File: config.mk
export PLATFORM = sky130hd
export DESIGN_NAME = sniff_scheduler
export DESIGN_NICKNAME = d
export VERILOG_FILES = /design/src/rtl/sniff_scheduler.sv
export SDC_FILE = /design/constraint.sdc
export NUM_CORES = 1
export LEC_CHECK = 0
export ABC_AREA = 1
export CAP_MARGIN = 20
export CORE_MARGIN = 5
export CORE_UTILIZATION = 56
export CTS_CLUSTER_DIAMETER = 60
export DETAILED_ROUTE_END_ITERATION = 16
export GPL_TIMING_DRIVEN = 0
export HOLD_SLACK_MARGIN = 0.06
export PLACE_DENSITY = 0.81
export SETUP_SLACK_MARGIN = 0.1
export SLEW_MARGIN = 10
export SYNTH_ARGS = -nofsm -noshare
export SYNTH_HDL_FRONTEND = slang
export SYNTH_SLANG_ARGS = --single-unit
File: constraint.sdc
create_clock -name clk -period 3.2 [get_ports clk]
set_input_delay 0.32 -clock clk [delete_from_list [all_inputs] [get_ports clk]]
set_output_delay 0.32 -clock clk [all_outputs]
set_load 0.02 [all_outputs]
File: src/rtl/sniff_scheduler.sv
// BLE advertising-channel hop controller for a single packet-sniffer datapath.
// Sequences TUNE/LISTEN windows per channel and captures detected packets.
module sniff_scheduler #(
    parameter logic [23:0] DWELL_CYCLES  = 24'd100000,
    parameter int          SETTLE_CYCLES = 4,
    parameter logic [5:0]  CH_FIRST      = 6'd37,
    parameter logic [5:0]  CH_LAST       = 6'd39
) (
    input  logic        clk,
    input  logic        rst,
    input  logic        start,
    input  logic        stop,
    input  logic        packet_detected,
    input  logic [8:0]  packet_len,
    output logic        sniffer_en,
    output logic [5:0]  channel,
    output logic        busy,
    output logic        pkt_valid,
    input  logic        pkt_ready,
    output logic [5:0]  pkt_channel,
    output logic [8:0]  pkt_len,
    output logic [15:0] hop_count,
    output logic [7:0]  drop_count
);

    typedef enum logic [1:0] {
        IDLE,
        TUNE,
        LISTEN
    } state_t;

    localparam logic [7:0]  SETTLE_LAST = 8'(SETTLE_CYCLES - 1);
    localparam logic [23:0] DWELL_LAST  = DWELL_CYCLES - 24'd1;

    state_t      state;
    logic [7:0]  settle_cnt;
    logic [23:0] dwell_cnt;

    logic       capture_ev;
    logic       take;
    logic       drop;
    logic       expiry;
    logic [5:0] next_ch;

    always_comb begin
        capture_ev = (state == LISTEN) && packet_detected;
        take       = capture_ev && (!pkt_valid || pkt_ready);
        drop       = capture_ev && pkt_valid && !pkt_ready;
        expiry     = (state == LISTEN) && (dwell_cnt == DWELL_LAST);
        next_ch    = (channel == CH_LAST) ? CH_FIRST : channel + 6'd1;
    end

    always_ff @(posedge clk or posedge rst) begin
        if (rst) begin
            state       <= IDLE;
            settle_cnt  <= 8'd0;
            dwell_cnt   <= 24'd0;
            sniffer_en  <= 1'b0;
            channel     <= CH_FIRST;
            busy        <= 1'b0;
            pkt_valid   <= 1'b0;
            pkt_channel <= 6'd0;
            pkt_len     <= 9'd0;
            hop_count   <= 16'd0;
            drop_count  <= 8'd0;
        end else begin
            if (pkt_valid && pkt_ready) begin
                pkt_valid <= 1'b0;
            end
            if (take) begin
                pkt_valid   <= 1'b1;
                pkt_channel <= channel;
                pkt_len     <= packet_len;
            end
            if (drop && (drop_count != 8'hFF)) begin
                drop_count <= drop_count + 8'd1;
            end

            if (stop) begin
                state      <= IDLE;
                sniffer_en <= 1'b0;
                busy       <= 1'b0;
                settle_cnt <= 8'd0;
                dwell_cnt  <= 24'd0;
            end else begin
                unique case (state)
                    IDLE: begin
                        if (start) begin
                            state      <= TUNE;
                            busy       <= 1'b1;
                            channel    <= CH_FIRST;
                            settle_cnt <= 8'd0;
                            dwell_cnt  <= 24'd0;
                        end
                    end
                    TUNE: begin
                        if (settle_cnt == SETTLE_LAST) begin
                            state      <= LISTEN;
                            sniffer_en <= 1'b1;
                            settle_cnt <= 8'd0;
                        end else begin
                            settle_cnt <= settle_cnt + 8'd1;
                        end
                    end
                    LISTEN: begin
                        // A capture cycle still counts toward the dwell budget
                        if (expiry) begin
                            state      <= TUNE;
                            sniffer_en <= 1'b0;
                            channel    <= next_ch;
                            dwell_cnt  <= 24'd0;
                            hop_count  <= hop_count + 16'd1;
                        end else begin
                            dwell_cnt <= dwell_cnt + 24'd1;
                            if (capture_ev) begin
                                state      <= TUNE;
                                sniffer_en <= 1'b0;
                            end
                        end
                    end
                    default: begin
                        state      <= IDLE;
                        sniffer_en <= 1'b0;
                        busy       <= 1'b0;
                    end
                endcase
            end
        end
    end

endmodule

## Yosys cells after proc, flatten, opt, wreduce, memory -nomap -nowiden

Cells that the tools add are included.

| storage, ports and cells | value |
|---|---|
| bits in registers | 82 |
| output and inout bits | 48 |
| logic and storage cells | 81 |

| operators by class | value |
|---|---|
| add/subtract/negate cells | 5 |
| equal/unequal tests | 13 |
| muxes and demuxes | 28 |
| bitwise operators | 1 |
| reduce and logical (&&, ||, !) cells | 23 |

Operators with widths:

| operator | number |
|---|---|
| 2-to-1 mux 24 bit | 3 |
| one-hot mux 24 bit (2 select lines) | 1 |
| adder 24 x 1 -> 24 bit (second input constant) | 1 |
| == test 24 x 17 -> 1 bit (second input constant) | 1 |
| 2-to-1 mux 8 bit | 3 |
| 2-to-1 mux 6 bit | 3 |
| adder 16 x 1 -> 16 bit (second input constant) | 1 |
| adder 8 x 1 -> 8 bit (second input constant) | 2 |
| one-hot mux 8 bit (2 select lines) | 1 |
| one-hot mux 6 bit (2 select lines) | 1 |
| 2-to-1 mux 2 bit | 5 |
| AND reduction 3 bit | 3 |
| == test 8 x 2 -> 1 bit (second input constant) | 1 |
| 2-to-1 mux 1 bit | 8 |
| inequality test 8 bit (second input constant) | 1 |
| logical AND 1 bit | 7 |
| adder 6 x 1 -> 6 bit (second input constant) | 1 |
| == test 6 bit (second input constant) | 1 |
| inequality test 2 bit (second input constant) | 3 |
| inequality test 3 bit (second input constant) | 2 |
| one-hot mux 2 bit (3 select lines) | 1 |
| AND reduction 2 bit | 3 |
| nonzero test 3 bit | 2 |
| inequality test 4 bit (second input constant) | 1 |
| other kinds (12) | 14 |

## Longest topological paths before layout

Gate-level depths: netlist (run 1).

| logic depth | value |
|---|---|
| depth in word-level cells | 6 |
| mapped depth | 11 |
| mapped depth without buffers | 10 |

## Worst setup path before layout (run 1)

OpenSTA, ideal clock, no wires.

| timing | value |
|---|---|
| path kind | register -> register |
| start | register state[0] |
| end | register pkt_len[3] |
| arrival time | 1.621 ns |
| data required time | 3.075 ns |
| setup slack | 1.455 ns |
| stages on the path, launching flop included | 9 |
| buffers on the path | 2 |
| period minus slack after synthesis | 1.745 ns |
| cells stage by stage | dfrtp_1 -> inv_1 -> ha_1 -> buf_4 -> nand2_1 -> inv_1 -> nand2_2 -> buf_2 -> mux2_2 |

| between the ends | value |
|---|---|
| cells in the longest elaborated chain, start to end | 3 |

Ends and longest elaborated chain:

| what | line | text |
|---|---|---|
| start, declared | 35 | `state_t state;` |
| start signal, assigned | 55 | `state <= IDLE;` |
| start signal, assigned | 80 | `state <= IDLE;` |
| start signal, assigned | 89 | `state <= TUNE;` |
| == test 2 bit | 46 | `capture_ev = (state == LISTEN) && packet_detected;` |
| logical AND 1 bit | 46 |  |
| logical AND 1 bit | 47 | `take = capture_ev && (!pkt_valid \|\| pkt_ready);` |
| end signal, assigned | 73 | `pkt_len <= packet_len;` |
| end, declared | 21 | `output logic [8:0] pkt_len,` |

No other way between the ends.
A chain may end at the register's enable or synchronous reset.

## Final worst setup path (run 1)

Ends and elaborated chain as after synthesis.

==> results of run 1 <==
[synth_stat cells]
library cell / n
ha_1: 8
o21ai_2: 4
buf_4: 4
nand3_1: 60
mux2i_1: 1
o21ai_1: 1
nand4_1: 19
nand3_2: 4
xnor2_1: 11
nand2_2: 4
o21bai_1: 1
buf_6: 3
o22ai_1: 1
nor3_1: 8
buf_2: 4
nor4_1: 1
nor2_2: 4
mux2_1: 1
clkbuf_1: 2
mux2_2: 10
nor2_4: 2
nand3b_1: 2
a21oi_1: 2
or2_2: 1
inv_2: 7
dfstp_2: 3
nand2_4: 1
xor2_1: 16
inv_1: 69
nand2_1: 197
and2_1: 2
o21ai_0: 18
o21a_1: 1
dfrtp_1: 79
nor2_1: 93
[worst register-to-register path, delay by kind of cell, from the launching register on]
family,cells,cell delay [ps]
fa+ha+maj,1,200
flops,1,420
buf+inv,4,590
mux,1,350
simple gates,2,290
[worst paths after layout]
path / to / slack (ps) / depth (start not counted)
worst min-delay path: hop_count[9] / 290 / 2
max in group asynchronous: channel[0] / 2250 / 3
worst min register to register: sniffer_en / 490 / 2
worst max-delay path: pkt_len[3] / 1250 / 8
worst max register to register: pkt_len[3] / 1250 / 8
min in group clk: sniffer_en / 490 / 2
[cell type report]
class	count	area share [%]
plain buffers	13	1.594
clock buffers	12	2.532
clock inverters	4	0.5021
inverters	76	5.021
multi-input cells	473	40.89
flip-flops and latches	82	35.87
well taps	105	2.292
repair buffers	63	11.31
[flip-flops by register name, indices dropped and copies added (netlist names), 2 cells and up]
register / cells
state: 2
channel: 6
pkt_channel: 6
hop_count: 16
dwell_cnt: 24
drop_count: 8
settle_cnt: 8
pkt_len: 9
[report_power, final]
group | switching [mW] | internal, mW | leakage (nW) | total [mW]
combinational | 0.609 | 0.423 | 1.48 | 1.03
sequential | 0.105 | 1.19 | 1.10 | 1.29
clock | 0.379 | 0.306 | 0.0830 | 0.684
[layer usage]
layer | global-route usage [%] | wire, µm | up-vias | share of wire [%]
li1 | - | - | 2176 | -
met1 | 29.33 | 4781 | 2088 | 42
met2 | 38.43 | 5670 | 155 | 50
met3 | 6.894 | 830 | 16 | 7.2
met4 | 8.073 | 167 | 0 | 1.5
met5 | 0 | 0 | - | 0
[metrics by stage]
| step | instances | hold slack, ps | setup WS [ps] | util (%) |
|---|---|---|---|---|
| 4_1_cts | 828 | 305.3 | 1229 | 69.41 |
| 3_5_place_dp | 812 | 478.9 | 1109 | 67.30 |
| 3_3_place_gp | 811 | 467.0 | -571.3 | 66.94 |
| 5_1_grt | 828 | 309.9 | 1102 | 69.41 |
| 2_1_floorplan | 644 | 451.7 | 776.5 | - |
| 6_report | 828 | 292.2 | 1254 | 69.41 |
[cell families after synthesis]
group,Yosys count,synth area share [%]
DFF,82,43.04
buffers and inverters,89,7.886
muxes,12,2.803
and+or+nand+nor,398,35.84
AOI/OAI and AO/OA,28,3.380
adders and majority gates,8,2.096
xor gates and xnor gates,27,4.951
==> key figures, run 1 <==
Worst setup path
  • CP max-delay cell: dfrtp_1
  • Critical Setup Path Class: reg -> reg
  • Max FO, Critical Path: 10
  • Data arrival time of the worst path: 2190 ps
  • Critical R2R Launch: state[0]
  • Max stage delay on crit path: around 420 ps
  • Most Frequent Cell on Critical Path: inv_1
  • Startpoint types: register
  • CP Buf/Inv Count: 4
  • Worst-path cell chain: inv_1 -> ha_1 -> buf_4 -> nand2_1 -> inv_1 -> nand2_2 -> buf_2 -> mux2_2
  • CP startpoint: state[0]
  • Crit path max-delay family: buffers and inverters
  • Req. time, crit path: 3440 ps
  • Worst Setup End Kind: register

Synth
  • Sequential fraction of the synthesis area: 43.04%
  • Post-Syn Instances: around 640
  • Post-Syn Area: 4776 µm²
  • Syn_area_per_cell: 7.416 µm²
  • Synth top area share: 41.39%
  • Largest area contributor in the netlist: dfrtp_1
  • Seq cells post-synth: 82
  • Synthesis warning total: 0
  • Top post-synthesis cells by area: dfrtp_1 41%, nand2_1 15%, nor2_1 7.3%
  • Net Count, Synth: ~670
  • Yosys cell types: 35

Power and ir drop
  • Final Power: 3.010 mW
  • Worst vdd ir: 0.5309 mV
  • Leak: 2.672 nW
  • PwrDens: 525.1 nW/µm²

Cells and area
  • Most common cell after layout, fill and taps aside: nand2_1
  • Most frequent cells in the layout: 197 x nand2_1, 93 x nor2_1, 79 x dfrtp_1, 68 x inv_1, 62 x clkdlybuf4s50_1
  • Diode count: 0
  • Share of layout cells above drive strength 1: 9.267%
  • Final non-filler cell area: ~5700 µm²
  • Layout Nets: 741
  • Area Overhead vs Synth: 20.02%
  • Fillers: about 710
  • Multi-input logic area: between 2000 and 2500 µm²
  • Register Area: 2056 µm²

Global route
  • Global Route Usage Sum: about a quarter
  • GRT overflow: 0
  • First-pass GRT wire length: slightly below 20000 µm
  • Vias in the first global route: 4368
  • Antenna violations before repair: 0
  • Largest net degree at the start of global routing: 58

Floorplanning
  • Initial Util: about 58%
  • CORE AREA: 8258 µm²
  • Die X: a little over 100 µm
  • DIE HEIGHT: 102.4 µm
  • Ports: 63
  • Die area: 10480 µm²
  • Rows: 33

Routing
  • Antenna viol nets, final: 0
  • Vias/cell: 5.356
  • Drt total wl: 11450 µm
  • DR DRC count: 0
  • Pre-Repair DR Iteration Count: 5
  • Total number of vias: roughly 4.4k
  • Initial drt markers: roughly 280
  • DR WL/cell: 13.83 µm

STA
  • Worst-Margin Slew: roughly 500 ps
  • Final setup fails: 0
  • Max-slew violations: 0
  • Slew HR: roughly two thirds
  • Worst Skew: 14.92 ps
  • Final Cycle Share: 60.80%
  • Unrepaired setup endpoints after global routing: no
  • Max Freq: 0.5140 GHz
  • Tmin final: approximately 2000 ps
  • Final Hold Viols: 0
  • Post-Route Setup TNS: 0 ps

Job
  • Max-cap viol count: 0

CTS
  • Worst-case clock buffer depth: 2
  • Postcts setup bufs: 0
  • Post_cts resized: 0
  • Clk pin slew, worst setup/hold paths: around 90 ps
  • Clk Latency, worst-skew pair: 350 ps
  • Total CTS buffers: 9
  • Clock Tree Root: clkbuf_8
  • CTS tree: done
  • Htree depth: 3
  • CTS Hold Bufs: 0
  • # clock sinks: just over 80

Place
  • DPL Wire Length: 8449 µm
  • Port Buf Inserts: between 60 and 70
  • Post-Place Cell Area: 5558 µm²
  • GPL Wtd Cong: 0.8921

Run status
  • Status: finished clean

Min path
  • HP Class: in -> async
(Power assumes the default switching activity.)
==> run 2: changes to the inputs <==
- clock period: 3.2 -> 1.8 ns (I/O delays scaled with it)
==> run 2 against run 1 <==
Against the previous run:
- highest routed layer unchanged
- sequential cell count is the same
- global-route usage grew 1.0 points
- fmax grew 17%
- register-to-register slack lost 1100 ps
- via count grew 2.1%
- core utilization grew 3.3 points
==> key figures, run 2 (synthesis gave the netlist of run 1 again) <==
Place
  • GPL Wtd Cong: 0.9477 (+6.2%)
  • DPL Wire Length: 8387 µm (-0.73%)
  • Post-Place Cell Area: 5579 µm² (+0.38%)
  • DP Cell Count: 813 (+0.12%)
  • Port Buf Inserts: 62 (unchanged)

Cells and area
  • Most flop-heavy register: dwell_cnt
  • Regs by FF count: dwell_cnt (24), hop_count (16), pkt_len (9)
  • Most frequent cells in the layout: 193 x nand2_1, 86 x nor2_1, 78 x dfrtp_1, 62 x inv_1, 59 x nand3_1
  • Share of layout cells above drive strength 1: 14.61% (+5.3 points)
  • Most common cell after layout, fill and taps aside: nand2_1
  • Fin cells: 844 (+1.9%)
  • Diode count: 0 (unchanged)
  • Layout Nets: 757 (+2.2%)
  • Area Overhead vs Synth: 25.67%
  • Final core occ: 72.68% (+3.3 points)
  • Max reg flops: 24 (unchanged)
  • Final non-filler cell area: 6002 µm² (+4.7%)
  • Fillers: 634 (-11%)

Routing
  • Drt total wl: 12080 µm (+5.5%)
  • DR DRC count: 0 (unchanged)
  • Vias/cell: 5.365 (+0.16%)
  • Total number of vias: 4528 (+2.1%)
  • DR WL/cell: 14.31 µm (+3.5%)
  • Initial drt markers: 253 (-10%)
  • Antenna viol nets, final: 0 (unchanged)
  • Pre-Repair DR Iteration Count: 4 (-1)

CTS
  • Htree depth: 3 (unchanged)
  • CTS tree: done
  • Clk Latency, worst-skew pair: 360 ps (about the same)
  • CTS Hold Bufs: 0 (unchanged)
  • # clock sinks: 82 (unchanged)
  • Worst-case clock buffer depth: 2 (unchanged)
  • Clock Tree Root: clkbuf_8
  • Total CTS buffers: 9 (unchanged)
  • Clk pin slew, worst setup/hold paths: 90 ps (about the same)

Floorplanning
  • Die area: 10480 µm² (unchanged)
  • DIE HEIGHT: 102.4 µm (unchanged)
  • Die X: 102.4 µm (unchanged)
  • CORE AREA: 8258 µm² (unchanged)
  • Rows: 33 (unchanged)
  • Ports: 63 (unchanged)
  • Initial Util: 57.83% (unchanged)

Worst setup path
  • CP max-delay cell: dfrtp_1
  • Max stage delay on crit path: 400 ps (-20 ps)
  • Req. time, crit path: 2080 ps (-1360 ps)
  • Crit path max-delay family: simple AND/OR/NAND/NOR gates
  • Data arrival time of the worst path: 1940 ps (-250 ps)
  • CP Buf/Inv Count: 3 (-1)
  • Startpoint types: register
  • Worst-path cell chain: buf_4 -> ha_2 -> inv_2 -> nand3_2 -> nand2_4 -> clkinvlp_4 -> nand2_1 -> nor2_1 -> nor3_1
  • Worst Setup End Kind: register
  • Critical Setup Path Class: reg -> reg
  • Max FO, Critical Path: 7 (-3)

Global route
  • Global Route Usage Sum: 24.32% (+1.0 points)
  • Largest net degree at the start of global routing: 33 (-43%)
  • First-pass GRT wire length: 20420 µm (+4.6%)
  • GRT overflow: 0 (unchanged)
  • Antenna violations before repair: 0 (unchanged)
  • Vias in the first global route: 4486 (+2.7%)

STA
  • Unrepaired setup endpoints after global routing: yes
  • Slew HR: 61.74% (-4.9 points)
  • Final Cycle Share: 92.49% (+32 points)
  • Worst-Margin Slew: 572.7 ps (+72.69 ps)
  • Worst Skew: 9.365 ps (-5.550 ps)
  • Tmin final: 1665 ps (-280.8 ps)
  • Final Hold Viols: 0 (unchanged)
  • Final setup fails: 0 (unchanged)
  • Max-slew violations: 0 (unchanged)
  • Max Freq: 0.6007 GHz (+17%)

Power and ir drop
  • Worst vdd ir: 0.7766 mV (+46%)
  • PwrDens: 937.5 nW/µm² (+79%)
  • Leak: 2.839 nW (+6.3%)
  • Final Power: 5.627 mW (+87%)

Job
  • Max-cap viol count: 0 (unchanged)

Run status
  • Status: finished clean

Min path
  • HP Class: in -> async
==> run 2: changes by cell type in the layout (fill, tap and decap cells not counted), moves of 5 or more <==
cell / delta
dlymetal6s2s_1: +5
nor2_1: -7
inv_1: -6
buf_4: +13
nor2_2: +6
clkdlybuf4s50_1: -7
==> run 2: power breakdown <==
group / switching, mW / internal (mW) / total (mW)
Combinational: 1.18 / 0.908 / 2.09
Clock: 0.710 / 0.539 / 1.25
Sequential: 0.178 / 2.11 / 2.29
Total: 2.07 / 3.56 / 5.63
==> run 2: timing repair <==
action	CTS	global route
setup endpoints to repair	48	67
gates cloned	0	0
buffers inserted	6	9
gates resized for setup	11	31
pin swaps	4	7
==> run 2: layout make-up <==
| type | instances | area (µm²) | area share [%] |
|---|---|---|---|
| Sequential cell | 82 | 2057 | 34.27 |
| Clock inverter | 6 | 42.54 | 0.7088 |
| Multi-Input combinational cell | 473 | 2429 | 40.46 |
| Timing Repair Buffer | 79 | 795.8 | 13.26 |
| Buffer | 13 | 113.9 | 1.897 |
| Clock buffer | 10 | 137.6 | 2.293 |
| Tap cell | 105 | 131.4 | 2.189 |
| Inverter | 76 | 295.3 | 4.920 |
==> run 2: worst reg2reg max path, delay by kind of cell (launching register included) <==
kind,cells,cell delay [ps]
buf+inv,3,410
simple gates,5,570
fa+ha+maj,1,210
flops,1,400
==> run 2: final timing paths <==
kind                                      start       endpoint  slack (ps)  cells past startpoint
worst max-delay path                   state[0]  settle_cnt[5]         140                      9
worst min-delay path                        rst  settle_cnt[0]         220                      2
min in group clk                packet_detected      pkt_valid         420                      3
worst max register to register         state[0]  settle_cnt[5]         140                      9
worst min register to register       sniffer_en     sniffer_en         490                      2
max in group asynchronous                   rst     channel[2]         970                      3
==> run 2: through the flow <==
step	TNS [ps]	worst slack, ps	hold slack [ps]
after floorplan	0	136.6	311.7
after global placement	-20830	-254.1	463.7
after detailed placement	-1209	-128.8	474.6
after CTS	0	105.6	239.9
after global routing	0	48.15	264.0
final	0	135.2	220.9
==> run 2: layer usage <==
metal | vias up | part of all wire (%) | GRT usage, %
li1 | 2216 | - | -
met2 | 141 | 49 | 39.93
met5 | - | 0 | 0
met4 | 0 | 2.5 | 9.687
met1 | 2137 | 42 | 31.67
met3 | 34 | 5.6 | 4.846
==> run 3: changes to the inputs <==
- CTS_CLUSTER_DIAMETER: 60 -> 80
==> results of run 3 <==
No change in the layout: final DEF, timing and power equal those of run 2.
